## src/rtl/fp32_pkg.sv

```systemverilog
// Shared float32 field widths, constants and unpack helpers for the adder front end and normaliser.
// Latency: none (package only).
// Backpressure: not applicable.
package fp32_pkg;

  localparam int EXP_W  = 8;
  localparam int FRAC_W = 23;
  localparam int GRS_W  = 3;
  // carry + hidden + fraction + guard/round/sticky
  localparam int SUM_W  = FRAC_W + GRS_W + 2;

  localparam logic [EXP_W-1:0] EXP_SPECIAL = 8'hFF;
  localparam int               BIAS        = 127;

  // IEEE-754 single split into its fields
  typedef struct packed {
    logic              sign;
    logic [EXP_W-1:0]  exp;
    logic [FRAC_W-1:0] frac;
  } fp32_t;

  // Stage-1 register contents: larger operand L, aligned smaller operand S
  typedef struct packed {
    logic              sign_l;
    logic              sign_s;
    logic [EXP_W-1:0]  exp_l;
    logic [SUM_W-1:0]  mant_l;
    logic [SUM_W-1:0]  mant_s;
    logic              special;
    logic              both_zero;
  } align_t;

  // Stage-2 register contents: unnormalised result
  typedef struct packed {
    logic              sign;
    logic [EXP_W-1:0]  exp;
    logic [SUM_W-1:0]  mant;
    logic              special;
  } sum_t;

  // {carry=0, hidden, frac, GRS=0}; exponent 0 flushes to zero (no denormals)
  function automatic logic [SUM_W-1:0] unpack_mant(input fp32_t f);
    return (f.exp != '0) ? {1'b0, 1'b1, f.frac, {GRS_W{1'b0}}} : '0;
  endfunction

endpackage

```

## src/rtl/fp_sticky_rshift.sv

```systemverilog
// Right barrel shift of a SUM_W-bit mantissa by d, ORing every bit shifted out into bit 0.
// Latency: combinational.
// Backpressure: not applicable.
// Ports: din (mantissa in), d (shift distance, exponent width), dout (shifted mantissa with sticky).
module fp_sticky_rshift
  import fp32_pkg::*;
(
  input  logic [SUM_W-1:0] din,
  input  logic [EXP_W-1:0] d,
  output logic [SUM_W-1:0] dout
);

  logic [SUM_W-1:0] lost_mask;
  logic             sticky;

  always_comb begin
    lost_mask = '0;
    sticky    = 1'b0;
    dout      = '0;
    if (d >= EXP_W'(SUM_W)) begin
      // everything is shifted out; only the sticky survives
      dout[0] = |din;
    end else begin
      lost_mask = ~({SUM_W{1'b1}} << d);
      sticky    = |(din & lost_mask);
      dout      = din >> d;
      dout[0]   = dout[0] | sticky;
    end
  end

endmodule

```

## src/rtl/fp_align_add.sv

```systemverilog
// Unpack two float32 operands, align the smaller to the larger exponent, add/subtract (unnormalised out).
// Latency: 2 cycles, throughput 1/cycle.
// Backpressure: out_ready low holds the output stage; in_ready drops only when both stages are full.
// Ports: clk/rst_n; in_valid/in_ready with a, b, op_sub (0 add, 1 A-B);
//        out_valid/out_ready with sign_out, exp_out, mant_out {carry,hidden,frac,G,R,S}, special (Inf/NaN seen).
module fp_align_add
  import fp32_pkg::*;
(
  input  logic             clk,
  input  logic             rst_n,
  input  logic             in_valid,
  output logic             in_ready,
  input  logic [31:0]      a,
  input  logic [31:0]      b,
  input  logic             op_sub,
  output logic             out_valid,
  input  logic             out_ready,
  output logic             sign_out,
  output logic [EXP_W-1:0] exp_out,
  output logic [SUM_W-1:0] mant_out,
  output logic             special
);

  fp32_t ua, ub;
  assign ua = a;
  assign ub = b;

  logic s1_valid, s2_valid;
  logic s1_load, s2_load;
  align_t s1_d, s1_q;
  sum_t   s2_d, s2_q;

  // Pipeline advance: a stage loads when it is empty or its contents move on this edge
  assign s2_load  = !s2_valid || out_ready;
  assign s1_load  = !s1_valid || s2_load;
  assign in_ready = s1_load;

  // ---------------- Stage 1: unpack, order by magnitude, align ----------------
  logic             sign_b_eff;
  logic             swap;
  fp32_t            op_l, op_s;
  logic [EXP_W-1:0] shift_d;
  logic [SUM_W-1:0] mant_s_aligned;

  assign sign_b_eff = ub.sign ^ op_sub;
  // exponent:fraction compares as an unsigned magnitude; ties keep A as L
  assign swap       = {ub.exp, ub.frac} > {ua.exp, ua.frac};
  assign op_l       = swap ? ub : ua;
  assign op_s       = swap ? ua : ub;
  assign shift_d    = op_l.exp - op_s.exp;

  fp_sticky_rshift u_align (
    .din  (unpack_mant(op_s)),
    .d    (shift_d),
    .dout (mant_s_aligned)
  );

  always_comb begin
    s1_d           = '0;
    s1_d.sign_l    = swap ? sign_b_eff : ua.sign;
    s1_d.sign_s    = swap ? ua.sign : sign_b_eff;
    s1_d.exp_l     = op_l.exp;
    s1_d.mant_l    = unpack_mant(op_l);
    s1_d.mant_s    = mant_s_aligned;
    s1_d.special   = (ua.exp == EXP_SPECIAL) || (ub.exp == EXP_SPECIAL);
    s1_d.both_zero = (ua.exp == '0) && (ub.exp == '0);
  end

  always_ff @(posedge clk or negedge rst_n) begin
    if (!rst_n) begin
      s1_valid <= 1'b0;
      s1_q     <= '0;
    end else if (s1_load) begin
      s1_valid <= in_valid;
      if (in_valid) s1_q <= s1_d;
    end
  end

  // ---------------- Stage 2: add / subtract ----------------
  logic [SUM_W-1:0] mant_sum;

  always_comb begin
    // L >= S by construction, so the difference never wraps
    mant_sum = (s1_q.sign_l == s1_q.sign_s) ? (s1_q.mant_l + s1_q.mant_s)
                                            : (s1_q.mant_l - s1_q.mant_s);
    s2_d         = '0;
    s2_d.special = s1_q.special;
    if (s1_q.special) begin
      // downstream builds the Inf/NaN encoding; only sign and exponent matter
      s2_d.sign = s1_q.sign_l;
      s2_d.exp  = EXP_SPECIAL;
    end else if (s1_q.both_zero) begin
      // signed-zero rule: only -0 + -0 stays negative
      s2_d.sign = s1_q.sign_l & s1_q.sign_s;
    end else if (mant_sum != '0) begin
      s2_d.sign = s1_q.sign_l;
      s2_d.exp  = s1_q.exp_l;
      s2_d.mant = mant_sum;
    end
    // exact cancellation leaves the all-zero default (+0)
  end

  always_ff @(posedge clk or negedge rst_n) begin
    if (!rst_n) begin
      s2_valid <= 1'b0;
      s2_q     <= '0;
    end else if (s2_load) begin
      s2_valid <= s1_valid;
      if (s1_valid) s2_q <= s2_d;
    end
  end

  assign out_valid = s2_valid;
  assign sign_out  = s2_q.sign;
  assign exp_out   = s2_q.exp;
  assign mant_out  = s2_q.mant;
  assign special   = s2_q.special;

endmodule

```

## config.mk

```make
export PLATFORM = sky130hd
export DESIGN_NAME = fp_align_add
export DESIGN_NICKNAME = d
export VERILOG_FILES = /design/src/rtl/fp32_pkg.sv /design/src/rtl/fp_sticky_rshift.sv /design/src/rtl/fp_align_add.sv
export SDC_FILE = /design/constraint.sdc
export NUM_CORES = 1
export LEC_CHECK = 0
export CAP_MARGIN = 20
export CORE_ASPECT_RATIO = 1.4
export CORE_MARGIN = 2
export CORE_UTILIZATION = 46
export CTS_CLUSTER_SIZE = 20
export DETAILED_ROUTE_END_ITERATION = 10
export GPL_ROUTABILITY_DRIVEN = 0
export GPL_TIMING_DRIVEN = 1
export PLACE_DENSITY = 0.72
export SETUP_SLACK_MARGIN = 0.15
export SLEW_MARGIN = 20
export SYNTH_ARGS = -nofsm -noshare
export SYNTH_HDL_FRONTEND = slang
export SYNTH_SLANG_ARGS = --single-unit
```

## constraint.sdc

```tcl
create_clock -name clk -period 5.1 [get_ports clk]
set_clock_uncertainty 0.05 [all_clocks]
set_input_delay 0.51 -clock clk [delete_from_list [all_inputs] [get_ports clk]]
set_output_delay 0.51 -clock clk [all_outputs]
set_load 0.01 [all_outputs]
```

==> results of run 1 <==
[layout by cell type, fill, tap and decap left out, types with 10 or more instances in the layout]
master	count
nand2_1	138
o21ai_0	111
ha_1	55
dfrtp_1	102
clkdlybuf4s50_1	107
o31ai_1	23
nor3_1	32
a31oi_1	18
o211ai_1	10
nand3_1	36
mux2i_1	21
nor4_1	11
buf_4	68
nand2b_1	12
a21oi_1	111
nor2b_1	12
inv_1	65
xnor2_1	42
nand4_1	21
o21ai_1	10
nor2_1	78
or3_1	14
a211oi_1	19
mux4_2	21
a21o_1	18
a22o_1	31
[layer usage]
layer / global-route usage, % / part of all wire, % / up-vias
li1: - / - / 4836
met1: 33.9 / 40 / 4682
met2: 46.7 / 49 / 443
met3: 2.74 / 5.8 / 111
met4: 13.5 / 5.1 / 0
met5: 0 / 0 / -
[stage by stage]
stage	setup slack (ns)	power (mW)	area (µm²)
4_1_cts	0.218	4.66	11800
2_1_floorplan	0.160	3.06	9940
3_3_place_gp	-0.0449	3.92	11500
5_1_grt	0.119	5.07	11900
3_5_place_dp	-0.0600	3.97	11500
6_report	0.371	4.72	11900
[cells by family (layout without fill, tap and decap cells)]
group	Yosys count	after routing	share of synthesized area, %
fa+ha+maj	60	60	7.61
flops	103	103	26.0
compound gates	430	430	27.8
mux	49	49	7.86
xor+xnor	48	48	4.23
simple gates	410	410	20.5
buf+inv	144	260	6.06
[area by class of cell]
cell class	count	area, µm²
fill	1948	9270
multi-input combinational	997	6840
sequential	103	2580
timing repair buffer	178	1640
tap	260	325
inverter	66	248
clock buffer	10	239
clock inverter	6	60.1
[cells in the mapped netlist, drive strengths merged (4+ instances only)]
cell	instances	area share, %
o22ai	6	0.38
a211oi	22	1.8
a22o	31	2.7
dfrtp	103	26
buf	28	1.7
a22oi	5	0.38
nand2b	12	0.76
mux2	6	0.72
a21oi	112	5.7
xnor2	42	3.7
xor2	6	0.53
o31ai	24	1.8
a31oi	18	1.1
and2	9	0.59
nor2	80	3.1
nand3	37	1.9
inv	66	2.5
nand4	23	1.7
or3	18	1.2
ha	58	7.3
or2	8	0.50
nor4	15	1.2
nor2b	13	0.82
nand2	142	5.4
clkbuf	50	1.9
o21a	7	0.53
a21o	18	1.4
o21bai	6	0.45
o211ai	12	1.0
and4	4	0.35
and3	6	0.43
nor3	33	1.8
mux2i	21	2.1
o21ai	124	6.3
a32oi	4	0.35
mux4	22	5.0
[sequential cells by signal (all words and copies together) (netlist names)]
name,flops
s1_q,63
out_valid,1
mant_out,28
s1_valid,1
sign_out,1
special,1
exp_out,8
[timing repair]
item	CTS	global route
hold endpoints to repair	0	0
gates resized for setup	1	24
buffers inserted	0	1
pin swaps	0	3
setup endpoints to repair	3	28
[worst reg2reg max path: stages (launching register included)]
cell      delay, ns
dfrtp_2        0.44
or4_1          0.56
or3_4          0.40
or3_4          0.37
o31ai_1        0.28
xnor2_1        0.16
ha_1           0.29
a21oi_1        0.34
nand3_1        0.16
o21ai_2        0.23
o21bai_1       0.09
a21oi_1        0.18
xor2_1         0.26
and4_1         0.35
and3_1         0.18
buf_4          0.17
o31ai_1        0.09
[worst min-delay path by stage]
stage / slack, ns / to / startpoint / cells past startpoint
after floorplan: 0.16 / exp_out[0] / rst_n / 0
after global placement: 0.41 / mant_out[16] / mant_out[16] / 2
after detailed placement: 0.42 / mant_out[16] / mant_out[16] / 2
after CTS: 0.1 / s1_q[60] / rst_n / 1
after global routing: 0.13 / s1_q[60] / rst_n / 1
final: 0.08 / s1_q[60] / rst_n / 1
[power by group through the flow]
stage	logic, mW	registers (mW)	clock network, mW
final	2.91	1.13	0.681
after global routing	3.20	1.15	0.720
after CTS	2.83	1.13	0.693
after detailed placement	2.82	1.15	0
after global placement	2.78	1.14	0
after floorplan	1.88	1.18	0
==> run_results.csv, run 1 <==
group,metric,value,unit
sta,tns,0,ns
clock_tree,htreeDepth,3,
drt,first_iter_violations,996,
power_and_ir_drop,clock_power_share,14.4,%
grt,grt_pass1_vias,9710,
worst_setup_path,setup.reg_to_reg.worst_slack,0.37,ns
placed_design,dp.cells,1603,
worst_setup_path,crit_start,"s1_q[9]",
clock_tree,cts_root_buf,"clkbuf_16",
grt,antenna_found_initial,0,
grt,track_usage,27.2,%
worst_setup_path,path_depth,16,
worst_setup_path,crit_slowest_cell,"or4_1",
power_and_ir_drop,power_switching,2.05,mW
sta,finalCriticalPeriod,4.73,ns
power_and_ir_drop,p_leak,5.11,nW
placed_design,place.port_buffers,108,
sta,holdWs,0.0814,ns
finish,drive_gt1_share,12.3,%
run,maxCapViolCount,0,
outcome,status,"completed",
clock_tree,hold_buffers,0,
worst_setup_path,cp.required,5.27,ns
finish,diodes,0,
sta,finalCritPeriodShare,92.7,%
worst_setup_path,cp_num_buf_inv,1,
sta,rsz0062_at_grt,"true",
drt,routedWlPerCell,18.9,µm
grt,globalRouteOverflowTotal,0,
die,die_h,178,µm
power_and_ir_drop,internal_power,2.67,mW
worst_hold_path,min_path_type,"in -> async",
synthesis,yosysWarnings,0,
die,die_width,128,µm
worst_setup_path,worst_ep_arrival_time,4.90,ns
power_and_ir_drop,switching_share,43.5,%
worst_setup_path,r2r_start,"s1_q[9]",
drt,routed_wl,30600,µm
synthesis,syn_avg_cell_area,7.98,µm²
sta,slew_headroom,42.9,%
synthesis,netlist_area,9930,µm²
synthesis,synthesis.nets,1372,
worst_setup_path,crit_type,"reg -> reg",
die,core,21200,µm²
finish,layout.nets,1483,
synthesis,yosys_most_used_dff,"dfrtp_1",
clock_tree,cts_tree,"done",
drt,vias,10100,
grt,grt_first_pass_wirelength,49600,µm
power_and_ir_drop,p_comb_share,61.7,%
drt,dr.pass1.iters,5,
clock_tree,cts.sinks,103,
sta,worst_pin_slew,0.848,ns
power_and_ir_drop,power_density,396,nW/µm²
clock_tree,cts.clk_slew.worst_paths,0.08,ns
worst_setup_path,reg2reg_depth,16,
worst_setup_path,reg2reg_to,"mant_out[1]",
drt,drtAntennaViolNets,0,
power_and_ir_drop,seq_power_share,23.9,%
worst_setup_path,critPathCapture,"mant_out[1]",
power_and_ir_drop,ir_worst_vdd,0.179,mV
finish,area.growth.synth_to_final,20.1,%
sta,slew_viol_final,0,
synthesis,ys_seq_area_share,26.0,%
die,die_area,22800,µm²
drt,drcViolationCount,0,
worst_setup_path,path_delay_family,"simple AND/OR/NAND/NOR gates",
synthesis,ys_async_sr_fraction,100,%
worst_setup_path,crit_path_start_kind,"register",
sta,hold_viol_final,0,
synthesis,ys_ff_latch,103,
worst_setup_path,crit_path_end_kind,"register",
synthesis,synth_cell_type_count,89,
worst_setup_path,slowest_delay,0.56,ns
synthesis,synth_edf_count,0,
clock_tree,clock_latency,0.35,ns
clock_tree,cts_buffers,9,
worst_setup_path,path_max_fanout,10,
synthesis,netlist_instances,1244,
die,rows,63,
worst_setup_path,worstPathCellList,"or4_1 > or3_4 > or3_4 > o31ai_1 > xnor2_1 > ha_1 > a21oi_1 > nand3_1 > o21ai_2 > o21bai_1 > a21oi_1 > xor2_1 > and4_1 > and3_1 > buf_4 > o31ai_1",
die,start_util,46.8,%
sta,setup_violations,0,
grt,grt_max_degree,60,
clock_tree,cts.path.max_buffers,2,
drt,viasPerCell,6.22,
die,io_pins,109,
placed_design,hpwl,24600,µm
finish,final_util,56.3,%
sta,fmax,211,MHz
finish,final_cells,1620,
(Power assumes the default switching activity.)
==> run 2, diff against run 1 <==
--- a/config.mk
+++ b/config.mk
@@ -11,11 +11,13 @@
 export CORE_UTILIZATION = 46
 export CTS_CLUSTER_SIZE = 20
 export DETAILED_ROUTE_END_ITERATION = 10
+export DONT_BUFFER_PORTS = 1
 export GPL_ROUTABILITY_DRIVEN = 0
 export GPL_TIMING_DRIVEN = 1
-export PLACE_DENSITY = 0.72
+export PLACE_DENSITY = 0.66
 export SETUP_SLACK_MARGIN = 0.15
 export SLEW_MARGIN = 20
 export SYNTH_ARGS = -nofsm -noshare
 export SYNTH_HDL_FRONTEND = slang
 export SYNTH_SLANG_ARGS = --single-unit
+export TNS_END_PERCENT = 100
==> run_results.csv, run 2 (synthesis gave the netlist of run 1 again) <==
group,metric,value,unit
outcome,status,"completed",
finish,final_util,50.2,%
drt,drcViolationCount,0,
die,die_h,178,µm
clock_tree,clock_latency,0.35,ns
drt,routed_wl,31200,µm
sta,fmax,212,MHz
power_and_ir_drop,power_density,419,nW/µm²
die,io_pins,109,
sta,slew_headroom,43.4,%
sta,worst_pin_slew,0.841,ns
worst_setup_path,r2r_start,"s1_q[9]",
clock_tree,cts_buffers,9,
drt,routedWlPerCell,21.0,µm
grt,grt_max_degree,104,
run,maxCapViolCount,0,
grt,track_usage,27.8,%
worst_setup_path,cp.required,5.28,ns
sta,finalCritPeriodShare,92.3,%
finish,fin_area,10700,µm²
power_and_ir_drop,ir_worst_vdd,0.205,mV
drt,first_iter_violations,816,
drt,drtAntennaViolNets,0,
finish,area.growth.synth_to_final,7.24,%
power_and_ir_drop,p_leak,4.56,nW
die,die_width,128,µm
finish,final_cell_mix,"nand2_1 (138), a21oi_1 (110), o21ai_0 (108), dfrtp_1 (101), nor2_1 (78)",
placed_design,place.port_buffers,0,
placed_design,pre_cts_ws,-0.0840,ns
finish,layout.nets,1349,
clock_tree,cts_root_buf,"clkbuf_16",
die,rows,63,
worst_setup_path,crit_path_start_kind,"register",
sta,rsz0062_at_grt,"false",
worst_hold_path,min_path_type,"in -> async",
finish,final_cells,1487,
worst_setup_path,crit_path_end_kind,"register",
clock_tree,htreeDepth,3,
placed_design,hpwl,24400,µm
worst_setup_path,crit_type,"reg -> reg",
power_and_ir_drop,finalPower,4.46,mW
die,core,21200,µm²
clock_tree,cts.clk_slew.worst_paths,0.08,ns
finish,final_common_cell,"nand2_1",
sta,holdWs,0.0234,ns
grt,grt_pass1_vias,9287,
finish,largest_reg_flops,63,
finish,drive_gt1_share,11.4,%
grt,antenna_found_initial,1,
sta,tns,0,ns
worst_setup_path,path_max_fanout,10,
die,start_util,46.8,%
sta,hold_viol_final,0,
clock_tree,cts_tree,"done",
finish,regMostFlops,"s1_q",
clock_tree,cts.sinks,103,
drt,viasPerCell,6.45,
grt,globalRouteOverflowTotal,0,
placed_design,dp.cells,1465,
sta,worst_slack,0.392,ns
drt,dr.pass1.iters,8,
sta,setup_violations,0,
clock_tree,cts.path.max_buffers,2,
grt,grt_first_pass_wirelength,50200,µm
die,die_area,22800,µm²
worst_setup_path,crit_start,"s1_q[9]",
drt,vias,9595,
worst_setup_path,worst_ep_arrival_time,4.88,ns
sta,finalCriticalPeriod,4.71,ns
placed_design,placed_area,10200,µm²
sta,slew_viol_final,0,
[run 2: report_power, final]
| part | total [mW] | internal (mW) | switching (mW) |
|---|---|---|---|
| clock | 0.687 | 0.347 | 0.340 |
| sequential | 1.21 | 1.01 | 0.206 |
| combinational | 2.56 | 1.07 | 1.49 |
| total | 4.46 | 2.43 | 2.04 |
[run 2: path summary, 6_finish.rpt]
| path | end | slack, ns | cells after the start |
|---|---|---|---|
| min in group clk | s1_valid | 0.23 | 1 |
| max in group asynchronous | s1_q[10] | 4.54 | 1 |
| max reg2reg | mant_out[1] | 0.39 | 18 |
| min reg2reg | s1_q[42] | 0.43 | 2 |
| min | out_valid | 0.02 | 1 |
| max | mant_out[1] | 0.39 | 18 |
[run 2: area by class of cell]
| class | count | area [µm²] |
|---|---|---|
| fillers | 1996 | 10600 |
| well taps | 260 | 325 |
| clock inverters | 6 | 60.1 |
| diodes | 1 | 2.50 |
| inverters | 66 | 248 |
| multi-input cells | 997 | 6840 |
| repair buffers | 44 | 363 |
| flip-flops and latches | 103 | 2580 |
| clock buffers | 10 | 229 |
[run 2: what timing repair did]
item                       4_1_cts  5_1_grt
setup endpoints to repair       11       11
pin swaps                        0        6
gates resized for setup          3       28
hold buffers                     1        0
setup buffers                    0        4
hold endpoints to repair       103        0
[run 2: per-layer routing]
layer | vias up | wire [µm] | GRT usage [%]
li1 | 4567 | - | -
met1 | 4500 | 12400 | 34.2
met2 | 433 | 14800 | 46.6
met3 | 95 | 2340 | 5.37
met4 | 0 | 1670 | 13.4
met5 | - | 0 | 0
[run 2: critical path, cell delays in order, from the launching register on]
cell	delay, ns
dfrtp_1	0.44
or4_1	0.60
or3_1	0.42
or3_4	0.38
o41ai_2	0.25
xnor2_1	0.11
ha_1	0.36
a21o_1	0.18
nand3_1	0.15
o211ai_1	0.18
o21ai_2	0.12
buf_4	0.14
o21bai_1	0.06
a21oi_1	0.17
xor2_1	0.25
and4_4	0.30
and3_1	0.16
buf_4	0.18
o31ai_1	0.09
==> run 3, diff against run 2 <==
--- a/config.mk
+++ b/config.mk
@@ -7,7 +7,7 @@
 export LEC_CHECK = 0
 export CAP_MARGIN = 20
 export CORE_ASPECT_RATIO = 1.4
-export CORE_MARGIN = 2
+export CORE_MARGIN = 4
 export CORE_UTILIZATION = 46
 export CTS_CLUSTER_SIZE = 20
 export DETAILED_ROUTE_END_ITERATION = 10
==> run_results.csv, run 3 (synthesis gave the netlist of run 1 again) <==
group,metric,value,unit
outcome,status,"completed",
drt,routed_wl,30900,µm
worst_setup_path,worstPathCellList,"inv_1 > ha_1 > nor2b_4 > nand2_1 > or3_1 > or3_1 > o21ai_0 > xnor2_1 > ha_2 > nand4_1 > o211ai_1 > o21ai_2 > buf_4 > o21bai_1 > a21oi_1 > xor2_1 > and4_4 > and3_1 > buf_4 > o31ai_1",
sta,rsz0062_at_grt,"false",
grt,grt_pass1_vias,9182,
drt,first_iter_violations,862,
finish,nFillCells,2069,
finish,regMostFlops,"s1_q",
die,die_area,24000,µm²
worst_setup_path,cp.required,5.27,ns
die,die_width,132,µm
sta,finalCriticalPeriod,4.71,ns
run,maxCapViolCount,0,
finish,area.growth.synth_to_final,6.77,%
power_and_ir_drop,p_leak,4.54,nW
drt,drtAntennaViolNets,0,
drt,vias,9648,
die,rows,63,
worst_hold_path,min_path_type,"in -> async",
grt,grt.met1_usage,31.0,%
worst_setup_path,slowest_delay,0.46,ns
worst_setup_path,crit_path_start_kind,"register",
finish,drive_gt1_share,10.9,%
die,start_util,46.8,%
drt,routedWlPerCell,20.8,µm
placed_design,dp.cells,1465,
worst_setup_path,reg2reg_depth,20,
sta,fmax,212,MHz
sta,worst_pin_slew,0.893,ns
grt,grt_first_pass_wirelength,48900,µm
placed_design,place.port_buffers,0,
finish,final_cells,1485,
sta,slew_headroom,39.9,%
sta,finalCritPeriodShare,92.3,%
worst_setup_path,crit_path_end_kind,"register",
grt,grt_max_degree,104,
placed_design,hpwl,24500,µm
grt,track_usage,25.0,%
finish,largest_reg_flops,63,
finish,layout.nets,1349,
drt,dr.pass1.iters,6,
worst_setup_path,crit_type,"reg -> reg",
clock_tree,cts_root_buf,"clkbuf_16",
finish,final_common_cell,"nand2_1",
die,io_pins,109,
drt,drcViolationCount,0,
grt,globalRouteOverflowTotal,0,
clock_tree,htreeDepth,3,
power_and_ir_drop,power_density,414,nW/µm²
grt,grtUsageMet2,42.3,%
grt,grt_util_met3,3.85,%
sta,setup_violations,0,
finish,final_cell_mix,"nand2_1 (138), o21ai_0 (113), a21oi_1 (110), dfrtp_1 (102), nor2_1 (79)",
finish,diodes,0,
die,core,21200,µm²
grt,antenna_found_initial,0,
clock_tree,cts_buffers,9,
power_and_ir_drop,ir_worst_vdd,0.170,mV
die,die_h,182,µm
worst_setup_path,path_max_fanout,10,
sta,hold_viol_final,0,
clock_tree,clock_latency,0.35,ns
clock_tree,cts.path.max_buffers,2,
worst_setup_path,crit_slowest_cell,"dfrtp_1",
clock_tree,cts.sinks,103,
sta,tns,0,ns
clock_tree,cts.clk_slew.worst_paths,0.08,ns
worst_setup_path,worst_ep_arrival_time,4.88,ns
clock_tree,cts_tree,"done",
grt,top_usage_layer,"met2",
drt,viasPerCell,6.50,
sta,slew_viol_final,0,
run 3: changes by cell type in the layout (fill, tap and decap cells not counted), sizes merged:
cell | before | now
clkinvlp | 0 | 1
inv | 71 | 68
clkinv | 1 | 3
clkbuf | 10 | 9
diode | 1 | 0
run 3: final timing paths:
path                               start     endpoint  slack, ns
worst max-delay path             s1_q[2]  mant_out[0]       0.39
worst min-delay path               rst_n     s1_valid       0.02
worst max register to register   s1_q[2]  mant_out[0]       0.39
worst min register to register  s1_q[42]     s1_q[42]       0.44
max in group asynchronous          rst_n      s1_q[9]       4.56
min in group clk                in_valid     s1_valid       0.21
run 3: area by class of cell:
type	instances	area [µm²]	share of cell area, %
multi-input cells	997	6810	64.2
inverters	66	248	2.34
well taps	260	325	3.07
clock buffers	9	225	2.12
clock inverters	6	53.8	0.507
flip-flops and latches	103	2580	24.3
repair buffers	44	363	3.42
run 3: layer usage:
layer,up-vias,share of wire (%)
li1,4572,-
met4,0,5.8
met5,-,0
met2,450,47
met1,4512,40
met3,114,6.9
run 3: power by group:
part	switching [mW]	internal [mW]
Sequential	0.208	1.01
Combinational	1.45	1.07
Clock	0.321	0.336
Total	1.98	2.41
run 3: stage by stage:
step           total power [mW]  hold slack [ns]  utilization [%]  cell area, µm²  worst slack (ns)
2_1_floorplan              3.06            0.164                -            9940             0.160
3_3_place_gp               3.61            0.169             48.2           10200            -0.108
3_5_place_dp               3.64            0.169             48.2           10200            -0.149
4_1_cts                    4.33           0.0551             49.7           10500             0.196
5_1_grt                    4.74           0.0576             50.0           10600             0.106
6_report                   4.39           0.0205             50.0           10600             0.391
run 3: repair_timing:
item                                    4_1_cts  5_1_grt
endpoints found under the setup margin       11       11
hold buffers                                  1        0
buffers inserted                              0        4
resized for setup                             4       16
gates cloned                                  0        0
pin swaps                                     1        4
endpoints found under the hold margin       103        0
run 3: worst max-delay path, delay by kind of cell (launching register included):
family                     cells  cell delay (ns)
adders and majority gates      2             0.56
buffers and inverters          3             0.45
DFF                            1             0.46
xor gates and xnor gates       2             0.35
and+or+nand+nor                7             1.78
AOI/OAI and AO/OA              6             0.93
